**config.mk**
```make
export PLATFORM = sky130hd
export DESIGN_NAME = mult_div_unit
export DESIGN_NICKNAME = d
export VERILOG_FILES = /design/src/rtl/mult_div_unit.sv
export SDC_FILE = /design/constraint.sdc
export NUM_CORES = 1
export LEC_CHECK = 0
export BUFFER_PORTS_ARGS = -buffer_cell sky130_fd_sc_hd__buf_4
export CAP_MARGIN = 20
export CORE_ASPECT_RATIO = 2
export CORE_MARGIN = 3
export CORE_UTILIZATION = 58
export DETAILED_ROUTE_END_ITERATION = 6
export PLACE_DENSITY = 0.86
export SLEW_MARGIN = 20
export SYNTH_ARGS = -nofsm -noshare
export SYNTH_HDL_FRONTEND = slang
export SYNTH_SLANG_ARGS = --single-unit
```
**constraint.sdc**
```tcl
create_clock -name clk -period 3.9 [get_ports clk]
set_clock_uncertainty 0.1 [all_clocks]
set_input_delay 0.78 -clock clk [delete_from_list [all_inputs] [get_ports clk]]
set_output_delay 0.78 -clock clk [all_outputs]
set_load 0.02 [all_outputs]
```
**src/rtl/mult_div_unit.sv**
```systemverilog
// Iterative MULT/MULTU/DIV/DIVU unit owning the HI/LO registers.
// Shift-add multiply and restoring divide on magnitudes, sign-corrected in a final FIX cycle.
`timescale 1ns / 1ps

module mult_div_unit #(
    parameter int WIDTH = 32
) (
    input  logic             clk,
    input  logic             reset,
    input  logic             Start,
    input  logic [1:0]       Op,
    input  logic [WIDTH-1:0] OperandA,
    input  logic [WIDTH-1:0] OperandB,
    input  logic             WriteHi,
    input  logic             WriteLo,
    input  logic [WIDTH-1:0] WriteData,
    output logic             Busy,
    output logic             Done,
    output logic             DivByZero,
    output logic [WIDTH-1:0] Hi,
    output logic [WIDTH-1:0] Lo
);

    localparam int CNT_W = (WIDTH > 1) ? $clog2(WIDTH) : 1;
    localparam logic [CNT_W-1:0] LAST_COUNT = CNT_W'(WIDTH - 1);

    typedef enum logic [1:0] {IDLE, RUN, FIX} stateType;

    stateType         state, nextState;
    logic [CNT_W-1:0] iterCount;
    logic             isDiv, negResult, negRemainder, zeroDivisor;
    logic [WIDTH-1:0] savedA, operandReg, accHi, accLo;

    logic             isSigned, divFits;
    logic [WIDTH-1:0] magA, magB, divRem, fixHi, fixLo;
    logic [WIDTH:0]   mulSum, divShift;

    assign isSigned = ~Op[0];
    assign magA     = (isSigned && OperandA[WIDTH-1]) ? -OperandA : OperandA;
    assign magB     = (isSigned && OperandB[WIDTH-1]) ? -OperandB : OperandB;

    // Multiply keeps the multiplicand in operandReg; divide keeps the divisor there.
    assign mulSum   = {1'b0, accHi} + (accLo[0] ? {1'b0, operandReg} : '0);
    assign divShift = {accHi, accLo[WIDTH-1]};
    assign divFits  = divShift >= {1'b0, operandReg};
    assign divRem   = WIDTH'(divFits ? divShift - {1'b0, operandReg} : divShift);

    always_ff @(posedge clk) begin
        if (reset) state <= IDLE;
        else       state <= nextState;
    end

    // NOTE: every output of a combinational block gets a default first, otherwise a latch is inferred.
    always_comb begin
        nextState = state;
        Busy      = (state != IDLE);
        case (state)
            IDLE:    if (Start) nextState = RUN;
            RUN:     if (iterCount == LAST_COUNT) nextState = FIX;
            FIX:     nextState = IDLE;
            default: nextState = IDLE;
        endcase
    end

    always_comb begin
        fixHi = accHi;
        fixLo = accLo;
        if (zeroDivisor) begin
            fixHi = savedA;
            fixLo = '1;
        end else if (isDiv) begin
            fixHi = negRemainder ? -accHi : accHi;
            fixLo = negResult ? -accLo : accLo;
        end else begin
            {fixHi, fixLo} = negResult ? -{accHi, accLo} : {accHi, accLo};
        end
    end

    // NOTE: state registers use non-blocking assignments so every flop samples pre-edge values.
    always_ff @(posedge clk) begin
        if (reset) begin
            iterCount    <= '0;
            isDiv        <= 1'b0;
            negResult    <= 1'b0;
            negRemainder <= 1'b0;
            zeroDivisor  <= 1'b0;
            savedA       <= '0;
            operandReg   <= '0;
            accHi        <= '0;
            accLo        <= '0;
            Hi           <= '0;
            Lo           <= '0;
            Done         <= 1'b0;
            DivByZero    <= 1'b0;
        end else begin
            Done      <= 1'b0;
            DivByZero <= 1'b0;
            case (state)
                IDLE: begin
                    if (Start) begin
                        isDiv        <= Op[1];
                        operandReg   <= Op[1] ? magB : magA;
                        accLo        <= Op[1] ? magA : magB;
                        accHi        <= '0;
                        negResult    <= isSigned & (OperandA[WIDTH-1] ^ OperandB[WIDTH-1]);
                        negRemainder <= isSigned & OperandA[WIDTH-1];
                        zeroDivisor  <= Op[1] && (OperandB == '0);
                        savedA       <= OperandA;
                        iterCount    <= '0;
                    end else begin
                        if (WriteHi) Hi <= WriteData;
                        if (WriteLo) Lo <= WriteData;
                    end
                end
                RUN: begin
                    iterCount <= iterCount + 1'b1;
                    if (isDiv) begin
                        accHi <= divRem;
                        accLo <= {accLo[WIDTH-2:0], divFits};
                    end else begin
                        {accHi, accLo} <= {mulSum, accLo[WIDTH-1:1]};
                    end
                end
                FIX: begin
                    Hi        <= fixHi;
                    Lo        <= fixLo;
                    Done      <= 1'b1;
                    DivByZero <= zeroDivisor;
                end
                default: ;
            endcase
        end
    end

endmodule
```
* Word level (Yosys, flattened, before mapping)
Index checks and enable logic that the tools add are counted.
Widths: inputs -> output; s select.
** Cells by class
- $add $sub $neg :: 8
- $lt $le $gt $ge :: 1
- Equality and inequality tests :: 8
- Muxes and demuxes :: 31
- Bitwise gates (word level) :: 5
- Reductions and logical operators :: 14
** Operators by type and width (count)
- $mux 32 :: 20
- $pmux 32 s2 :: 4
- $neg 32->32 :: 4
- $mux 64 :: 1
- $neg 64->64 :: 1
- $add 32x32->33 :: 1
- $ge 33x32->1 :: 1
- $logic_not 32->1 :: 1
- $sub 32x32->32 :: 1
- $ne 2x2->1 const B :: 5
- $pmux 5 s2 :: 1
- $reduce_and 2->1 :: 3
- $reduce_and 3->1 :: 2
- $reduce_bool 2->1 :: 3
- $add 5x1->5 const B :: 1
- $eq 5x5->1 const B :: 1
- $mux 5 :: 1
- $mux 2 :: 2
- $pmux 2 s2 :: 1
- $logic_and 1x1->1 :: 3
- $and 1x1->1 :: 2
- $eq 2x1->1 const B :: 1
- $eq 2x2->1 const B :: 1
- $logic_not 2->1 :: 1
- other kinds (4) :: 5
** Word-level totals
- Register bits :: 205
- Input port bits :: 103
- Output and inout bits :: 67
- Word-level logic and storage cells :: 81

* Depth between registers and ports, before layout
- Word-level depth :: 6
- Mapped depth :: 15
- Depth with buffers taken out :: 14

* Worst setup path before layout
Ideal clock, no wire load.
- Path kind :: input -> register
- From :: input OperandA[10]
- To :: register operandReg[29]
- Library setup time :: 65 ps
- Data arrival time :: 3210 ps
- Data required time :: 3735 ps
- Path slack :: 525 ps
- Stages on the path :: 10
- Path buffers :: 0
- Cell sequence :: or4_4 -> or4_4 -> or4_4 -> nor4_4 -> a21oi_1 -> xnor2_1 -> nor2_1 -> a21oi_1 -> mux2_2 -> nor2_1
** On the way
- Longest elaborated chain between the ends :: 3
** Ends and longest elaborated chain
- start: declaration :: RTL line 12 : input logic [WIDTH-1:0] OperandA,
- $neg 32->32 :: RTL line 39 : assign magA = (isSigned && OperandA[WIDTH-1]) ? -OperandA : OperandA;
- $mux 32 :: RTL line 39
- $mux 32 :: RTL line 102 : operandReg <= Op[1] ? magB : magA;
- end signal: assignment :: RTL line 102
- end: declaration :: RTL line 32 : logic [WIDTH-1:0] savedA, operandReg, accHi, accLo;
Every way passes these cells.
A chain may end at the register's enable or synchronous reset.

* Worst setup path in the final report
- From :: register operandReg[1]
- To :: register accHi[31]
** On the way
- Longest elaborated chain between the ends :: 4
- Elaborated cells on any way between the ends :: 7
- Those cells by class :: 2 x add/sub; 1 x order compare; 4 x mux
** Ends and longest elaborated chain
- $mux 32 (tied with other cells) :: RTL line 43 : assign mulSum = {1'b0, accHi} + (accLo[0] ? {1'b0, operandReg} : '0);
- $add 32x32->33 or $mux 32 (tied branches) :: RTL line 43, 46
- $mux 32 (*) :: RTL line 117 : if (isDiv) begin
- $pmux 32 s2 (*) :: RTL line 98 : case (state)
- end signal: assignment :: RTL line 118 : accHi <= divRem;
- end signal: assignment :: RTL line 121 : {accHi, accLo} <= {mulSum, accLo[WIDTH-1:1]};
- end: declaration :: RTL line 32
Every way passes the cells marked *; elsewhere a longest branch is shown, timed or not.

==> results.py <==
metrics = {
    "status": {
        "outcome": "completed",
    },
    "floorplanning": {
        "rows": 85,
        "floorplan.initialDensity_pct": 59.3,
        "die_area_um2": 29900,
        "top_level_ports": 170,
        "core_area_um2": 27100,
        "die_x_um": 124,
        "fp.dieH_um": 242,
    },
    "synth": {
        "ys_top_cells_by_count": "nand2_1, a21oi_1, nor2_1, dfxtp_1, clkbuf_1",
        "synth_top_area_share_pct": 25.5,
        "synth_edf_count": 0,
        "synth.largest_area_cell": "dfxtp_1",
        "synth.area.top_cells": "dfxtp_1, a21oi_1, nand2_1, xnor2_1, ha_1",
        "yosysMostFrequentCell": "nand2_1",
        "synth_seq_cells": 205,
        "syn_area_um2": 16100,
        "syn_nets": 2394,
        "yosysSeqAreaShare_pct": 25.5,
        "synth_cell_types": 80,
        "syn_inst": 2219,
        "ys_async_sr_fraction_pct": 0,
        "synth_top_flop_cell": "dfxtp_1",
        "syn_area_per_cell_um2": 7.25,
        "synthesis.yosys.warnings": 0,
    },
    "placement": {
        "place_area_um2": 18000,
        "dp_hpwl_um": 52300,
        "place_congestion": 1.05,
        "io_buffers": 169,
    },
    "worst_setup_path": {
        "crit_chain": "inv_1 -> ha_1 -> nor2b_1 -> o31a_1 -> o31ai_1 -> and3_1 -> o221a_2 -> o211ai_1 -> a2111oi_1 -> buf_4 -> o31ai_1 -> mux2i_1 -> a211oi_1",
        "crit_path_max_incr_delay_ns": 0.54,
        "reg2reg_depth": 13,
        "cpMostUsedCell": "o31ai_1",
        "crit_fanout": 3,
        "arrival_ns": 4.05,
        "critical_path_class": "flip-flop to flip-flop",
        "end_kind": "flip-flop",
        "slowest_stage": "a2111oi_1",
        "crit_path_start_kind": "flip-flop",
        "worstPathRequired_ns": 4.25,
    },
    "clock_network": {
        "h-tree-depth": 1,
        "cts_sinks": 205,
        "clk_latency_ns": 0.53,
        "cts-root-buf": "clkbuf_16",
        "cts_tree": "yes",
        "cts_hold_buf": 0,
        "cts_buffers": 20,
        "post-cts-setup-buffer-count": 0,
        "clockBufferDepth": 3,
        "clkTransAtPathRegs_ns": 0.07,
    },
    "hold_path": {
        "whs_path_depth": 2,
        "hold_class": "flip-flop to flip-flop",
    },
    "route": {
        "routed_wl_um": 69700,
        "ant_nets": 0,
        "drtIter0Drc": 2197,
        "viasPerCell": 6.82,
        "drc": 0,
        "dr.pass1.iters": 6,
        "num_vias": 18400,
        "wl_per_cell_um": 25.8,
    },
    "timing": {
        "fin_hold_ws_ns": 0.355,
        "setup_viol": 0,
        "hold_viol": 0,
        "drv_slew": 0,
        "layout_min_cycle_time_ns": 3.71,
        "max_slew_margin_pct": 25.0,
        "worst_pin_slew_ns": 1.12,
        "fin_tns_setup_ns": 0,
        "fmax_ghz": 0.270,
        "rsz0062_at_grt": "no",
        "min_period_over_period_pct": 95.0,
    },
    "power": {
        "pwr-share-seq_pct": 36.6,
        "p_sw_share_pct": 36.5,
        "totalPowerFinal_mw": 6.43,
        "switchingPower_mw": 2.35,
        "p_int_mw": 4.08,
        "p_per_area_nw_per_um2": 346,
        "pwr-share-clk_pct": 31.5,
        "p_leak_nw": 7.69,
        "peakVddDrop_uv": 343,
        "combPwrFrac_pct": 31.9,
    },
    "layout": {
        "fin_area_um2": 18600,
        "syn2layout_area_growth_pct": 15.7,
        "drive_gt1_share_pct": 14.3,
        "nets": 2520,
        "multi_input_area_um2": 11100,
        "seqCellArea_um2": 4110,
        "antenna_cells": 0,
        "fill_cells": 2358,
        "final_util_pct": 68.6,
    },
    "global_routing": {
        "grt_util_all_layers_pct": 45.0,
        "antenna_found_initial": 0,
        "grt_start_max_net_pins": 167,
        "grt_pass1_wl_um": 103000,
        "grt_pass1_vias": 17700,
        "grt_overflow": 0,
    },
    "job": {
        "drv_cap": 0,
    },
}
## metrics by stage
step	setup WS, ns	instances
6_report	0.194	2705
5_1_grt	0.0215	2705
4_1_cts	0.154	2705
3_5_place_dp	0.0758	2671
3_3_place_gp	0.0952	2671
2_1_floorplan	0.525	2219
## state kept, by name, summed over array words and instances (netlist names)
register	count
savedA	32
zeroDivisor	1
accHi	32
state	2
iterCount	5
accLo	32
negRemainder	1
Lo	32
negResult	1
isDiv	1
operandReg	32
Hi	32
Done	1
DivByZero	1
## worst paths after layout
path	start	end	slack, ns
max	operandReg[1]	accHi[31]	0.19
min	Lo[9]	Lo[9]	0.35
max reg2reg	operandReg[1]	accHi[31]	0.19
min reg2reg	Lo[9]	Lo[9]	0.35
## critical path: cells and delay by family (launching register included)
kind / cells / cell delay, ns
adder cells (fa/ha/maj): 1 / 0.36
flip-flops: 1 / 0.38
AND/OR/NAND/NOR: 2 / 0.47
multiplexers: 1 / 0.13
AO/OA/AOI/OAI: 7 / 1.89
buffers and inverters: 2 / 0.30
## cells by family (layout without fill, tap and decap cells)
| group | Yosys count | after routing | synth area share, % |
|---|---|---|---|
| buffers and inverters | 237 | 375 | 5.95 |
| multiplexers | 50 | 50 | 3.14 |
| AND/OR/NAND/NOR | 738 | 738 | 20.6 |
| AO/OA/AOI/OAI | 746 | 746 | 29.8 |
| adder cells (fa/ha/maj) | 72 | 72 | 5.69 |
| flip-flops | 205 | 205 | 25.5 |
| XOR/XNOR | 171 | 171 | 9.31 |
## power groups by stage
stage / clock [mW] / sequential (mW) / combinational, mW
5_1_grt: 2.08 / 2.37 / 2.17
4_1_cts: 2.01 / 2.35 / 1.96
3_5_place_dp: 0 / 2.39 / 1.95
3_3_place_gp: 0 / 2.39 / 1.92
6_report: 2.03 / 2.36 / 2.05
2_1_floorplan: 0 / 2.38 / 1.19
## per-layer routing
metal / wire length, µm / share of wire (%) / global-route usage [%] / vias up
met3: 6690 / 9.6 / 10.6 / 443
met4: 8620 / 12 / 41.8 / 0
met5: 0 / 0 / 0 / -
li1: - / - / - / 8244
met1: 21500 / 31 / 44.5 / 8582
met2: 32800 / 47 / 74.7 / 1180
## layout make-up
| cell class | instances | area share [%] |
|---|---|---|
| Timing Repair Buffer | 272 | 11.3 |
| Tap cell | 348 | 2.34 |
| Sequential cell | 205 | 22.1 |
| Inverter | 69 | 1.39 |
| Clock buffer | 29 | 3.15 |
| Multi-Input combinational cell | 1777 | 59.4 |
| Clock inverter | 5 | 0.302 |
## placed cells by master (no fill, tap or decap), drive strengths merged, types with 17 or more instances in the layout
cell type,instances
a211oi,91
a21o,33
a21oi,243
a31oi,17
buf,272
clkbuf,29
dfxtp,205
ha,70
inv,69
mux2i,46
nand2,317
nand3,23
nor2,209
nor3,40
nor4,24
o211ai,58
o21ai,131
o221ai,35
o31ai,26
or3,18
xnor2,108
xor2,63
## timing repair
action	4_1_cts	5_1_grt
endpoints found under the hold margin	0	0
gates resized for setup	0	2
setup endpoints to repair	0	2
No activity file was read; power rests on OpenSTA's default activity.
